File: src/rtl/alu_seq.sv
// rtl/alu_seq.sv - sequential ALU with registered results and a bit-serial shifter
module alu_seq #(
    parameter int WIDTH = 8,
    parameter int AW    = $clog2(WIDTH) + 1
) (
    input  logic             clk,
    input  logic             reset,
    input  logic             start,
    input  logic [2:0]       op,
    input  logic [2:0]       func,
    input  logic [WIDTH-1:0] inputa,
    input  logic [WIDTH-1:0] inputb,
    input  logic [AW-1:0]    amt,
    output logic [WIDTH-1:0] out,
    output logic             flag,
    output logic             overflow,
    output logic             branch_en,
    output logic             busy,
    output logic             done
);

    localparam logic [2:0] OP_LW  = 3'd0;
    localparam logic [2:0] OP_SW  = 3'd1;
    localparam logic [2:0] OP_ADD = 3'd2;
    localparam logic [2:0] OP_SUB = 3'd3;
    localparam logic [2:0] OP_CEQ = 3'd4;
    localparam logic [2:0] OP_CLT = 3'd5;
    localparam logic [2:0] OP_SEI = 3'd6;
    localparam logic [2:0] OP_O   = 3'd7;
    localparam logic [2:0] FN_B0  = 3'd6;
    localparam logic [2:0] FN_B1  = 3'd7;
    localparam logic [AW-1:0] AMT_MAX = AW'(WIDTH);

    typedef enum logic [0:0] {IDLE, SHIFT} state_t;

    state_t        state;
    logic [AW-1:0] count;
    logic          shift_left;
    logic [1:0]    fill_sel;

    logic [AW-1:0]    amt_c;
    logic [WIDTH:0]   sum;
    logic [WIDTH:0]   diff;
    logic             fill;
    logic [WIDTH-1:0] step_out;
    logic             step_ovf;
    logic             is_multi_shift;

    assign busy  = (state == SHIFT);
    assign amt_c = (amt > AMT_MAX) ? AMT_MAX : amt;
    assign sum   = {1'b0, inputa} + {1'b0, inputb} + (WIDTH+1)'(overflow);
    // Bit WIDTH of the widened difference is the borrow out.
    assign diff  = {1'b0, inputa} - {1'b0, inputb} - (WIDTH+1)'(overflow);
    assign is_multi_shift = (op == OP_O) && (func < FN_B0) && (amt_c != '0);

    always_comb begin
        fill     = 1'b0;
        step_out = out;
        step_ovf = overflow;
        case (fill_sel)
            2'd0:    fill = 1'b0;
            2'd1:    fill = flag;
            default: fill = overflow;
        endcase
        if (shift_left) begin
            step_out = {out[WIDTH-2:0], fill};
            step_ovf = out[WIDTH-1];
        end else begin
            step_out = {fill, out[WIDTH-1:1]};
            step_ovf = out[0];
        end
    end

    always_ff @(posedge clk) begin
        if (reset) begin
            state      <= IDLE;
            count      <= '0;
            shift_left <= 1'b0;
            fill_sel   <= 2'd0;
            out        <= '0;
            flag       <= 1'b0;
            overflow   <= 1'b0;
            branch_en  <= 1'b0;
            done       <= 1'b0;
        end else begin
            done      <= 1'b0;
            branch_en <= 1'b0;
            case (state)
                IDLE: begin
                    if (start) begin
                        if (is_multi_shift) begin
                            out        <= inputa;
                            count      <= amt_c;
                            shift_left <= (func < 3'd3);
                            fill_sel   <= (func < 3'd3) ? func[1:0] : 2'(func - 3'd3);
                            state      <= SHIFT;
                        end else begin
                            done <= 1'b1;
                            case (op)
                                OP_LW, OP_SW: out <= inputb;
                                OP_ADD: {overflow, out} <= sum;
                                OP_SUB: begin
                                    out      <= diff[WIDTH-1:0];
                                    overflow <= diff[WIDTH];
                                end
                                OP_CEQ, OP_CLT: begin
                                    flag     <= (op == OP_CEQ) ? (inputa == inputb) : (inputa < inputb);
                                    out      <= '0;
                                    overflow <= 1'b0;
                                end
                                OP_SEI: out <= inputa;
                                default: begin
                                    // O-type reaching here is a branch or a zero-distance shift
                                    if (func == FN_B0 || func == FN_B1) begin
                                        branch_en <= (func == FN_B1) ? flag : ~flag;
                                        out       <= '0;
                                        overflow  <= 1'b0;
                                    end else begin
                                        out <= inputa;
                                    end
                                end
                            endcase
                        end
                    end
                end
                SHIFT: begin
                    out      <= step_out;
                    overflow <= step_ovf;
                    count    <= count - 1'b1;
                    if (count == AW'(1)) begin
                        state <= IDLE;
                        done  <= 1'b1;
                    end
                end
                default: state <= IDLE;
            endcase
        end
    end

endmodule

File: config.mk
export PLATFORM = sky130hd
export DESIGN_NAME = alu_seq
export DESIGN_NICKNAME = d
export VERILOG_FILES = /design/src/rtl/alu_seq.sv
export SDC_FILE = /design/constraint.sdc
export NUM_CORES = 1
export LEC_CHECK = 0
export ABC_AREA = 1
export BUFFER_PORTS_ARGS = -buffer_cell sky130_fd_sc_hd__buf_2
export CAP_MARGIN = 10
export CORE_MARGIN = 5
export CORE_UTILIZATION = 40
export DETAILED_ROUTE_END_ITERATION = 6
export PLACE_DENSITY = 0.7
export SLEW_MARGIN = 5
export SYNTH_ARGS = -nofsm -noshare
export SYNTH_HDL_FRONTEND = slang
export SYNTH_SLANG_ARGS = --single-unit
File: constraint.sdc
create_clock -name clk -period 2.3 [get_ports clk]
set_input_delay 0.23 -clock clk [delete_from_list [all_inputs] [get_ports clk]]
set_output_delay 0.23 -clock clk [all_outputs]
set_load 0.02 [all_outputs]
==> qor.csv <==
metric;value;unit
outcome;completed;
grt_max_degree;19;
num_vias;2724;
viasPerCell;5.20;
postCtsResizedCells;0;
grtUsageTotal;0.170;
cts_setup_buffers;0;
power.density;410;mW/mm²
switching_share;0.402;
syn2layout_area_growth;14.2;%
portBuffers;41;
ff_latch_area;404;µm²
grt_pass1_wl;11900;µm
routedWlPerCell;13.2;µm
switchingPower;482;µW
synth-warning-count;0;
max_slew_margin;0.647;
hpwlAfterDp;5720;µm
synth_area_leaders;ha_1 16%, dfxtp_1 16%, nand2_1 12%;
synth_area;0.00256;mm²
power.internal;716;µW
ys_types;38;
diodes;0;
firstDrtPassIters;5;
multi_input_area;0.00183;mm²
synth_top_area_share;0.161;
syn_avg_cell_area;6.31;µm²
critPathBufInv;2;
synth-edff-count;0;
gr-total-overflow;0;
utilization;0.465;
crit_top_cell;nand2_1;
max_freq;475;MHz
cts_made_buffers;3;
cpLargestDelayFamily;adder cells;
cts.clk_slew.worst_paths;80;ps
cpMaxStageDelayCell;dfxtp_4;
tightest_slew;528;ps
ios;42;
finalCritPeriodShare;0.915;
fill_cells;656;
setup_violations;0;
initial_core_util;0.407;
clock_skew;6.47;ps
cap_violations;0;
clock_power_share;0.226;
worst_setup_path_end_kind;flop;
die_area;0.00809;mm²
crit_path_cell_trace;inv_1 > fa_2 > fa_2 > inv_1 > nand2_1 > nand2_1 > nand2_1 > nand4_1 > nand2_1 > nand2_1 > nand3_1 > nand2_1 > nand2_1 > a21oi_1;
routed_wl;6900;µm
yosys_register_bits;20;
cts_buffer_depth;2;
crit_fanout;4;
finalNetCount;514;
grt_pass1_vias;2632;
dieWidth;90.0;µm
detail_route.iter0.violations;202;
syn_inst;405;
gp_congestion;0.872;
setup.worst_path.class;reg2reg;
hold_viol;0;
start_kind;flop;
rsz0062_at_grt;false;
synthArstFlopShare;0;
detail-route-antenna-nets;0;
required;2490;ps
yosysTopAreaCell;ha_1;
peakVddDrop;367;µV
final_common_cell;nand2_1;
antenna_found_initial;0;
synth_nets;471;
drc;0;
hold_buffers;0;
clock-sinks;20;
hold_ws;262;ps
period_needed;2100;ps
arrival;2290;ps
hp-class;in2reg;
synth_ff_type;dfxtp_1;
rows;29;
coreArea;0.00628;mm²
setup_tns;0;ps
cts_root_buf;clkbuf_8;
drv_slew;0;
insertion_delay;260;ps
crit_path_max_incr_delay;380;ps
htreeDepth;1;
p_seq_frac;0.326;
yosysSeqAreaShare;0.157;
layout_common_cells;83 x nand2_1, 76 x inv_1, 41 x buf_2;
drive_gt1_frac;0.163;
fp.dieH;90.0;µm
cts_tree;yes;
p_leak;0.00152;µW
comb_power_share;0.448;
synth_stat cells (2+ instances only):
cell type and instances:
nand2_1 83, inv_1 76, nand3_1 36, ha_1 33
a21oi_1 32, o21ai_0 25, nor2_1 22, dfxtp_1 20
nand4_1 13, nor3_1 7, nand2_2 5, a211oi_2 4
clkbuf_1 4, fa_1 4, o22ai_1 4, nand2_4 3
nor2_4 3, o211ai_1 3, a21oi_2 2, a31oi_1 2
buf_2 2, clkinv_1 2, inv_2 2, o2111ai_1 2
o21ai_1 2, xor2_1 2
per-stage QoR:
step | worst slack, ps | power (µW) | area (µm²) | std cells
detailed placement | 54.9 | 929 | 2860 | 520
global route | 3.88 | 1290 | 2920 | 524
global placement | 58.7 | 920 | 2860 | 520
finish | 195 | 1200 | 2920 | 524
floorplan | 199 | 767 | 2560 | 405
CTS | 17.6 | 1200 | 2910 | 524
worst reg2reg max path, stage by stage, from the launching register on:
cell and delay, ps:
dfxtp_4 380, inv_1 90, fa_2 370, fa_2 360
inv_1 60, nand2_1 60, nand2_1 70, nand2_1 90
nand4_1 120, nand2_1 80, nand2_1 60, nand3_1 60
nand2_1 80, nand2_1 50, a21oi_1 130
cells by family (layout without fill, tap and decap cells):
group           Yosys count  count (layout)  synth area share
fa+ha+maj                37              37             0.193
xor+xnor                  3               3            0.0103
buf+inv                  87             129             0.130
compound gates           81              81             0.188
flops                    20              20             0.157
simple gates            177             177             0.323
final timing paths:
check	from	end	slack, ps	cells past startpoint
setup / recovery	overflow	overflow	200	14
hold reg to reg	fill_sel[0]	fill_sel[0]	470	2
setup reg to reg	overflow	overflow	200	14
hold / removal	reset	fill_sel[0]	260	2
metal layers:
layer  wire (µm)  global-route usage  part of all wire
met1        3430               0.237              0.50
met2        3130               0.277              0.45
met3         263              0.0259             0.038
met4          87              0.0335             0.013
met5           0                   0                 0
area by class of cell:
| type | instances | share of cell area |
|---|---|---|
| multi-input combinational | 298 | 0.627 |
| clock buffer | 4 | 0.0189 |
| sequential | 20 | 0.138 |
| timing repair buffer | 44 | 0.0780 |
| tap | 77 | 0.0330 |
| inverter | 81 | 0.105 |
power by group through the flow:
stage / clock, µW / sequential [µW] / combinational, µW
6_report: 270 / 391 / 537
3_3_place_gp: 0 / 398 / 522
3_5_place_dp: 0 / 398 / 531
5_1_grt: 290 / 394 / 610
2_1_floorplan: 0 / 413 / 355
4_1_cts: 275 / 391 / 535
sequential cells by signal (all words and copies together) (netlist names):
name / flops
overflow: 1
flag: 1
count: 4
fill_sel: 2
out: 8
shift_left: 1
done: 1
branch_en: 1
busy: 1
Note: power is estimated with default switching activity, not from simulation.
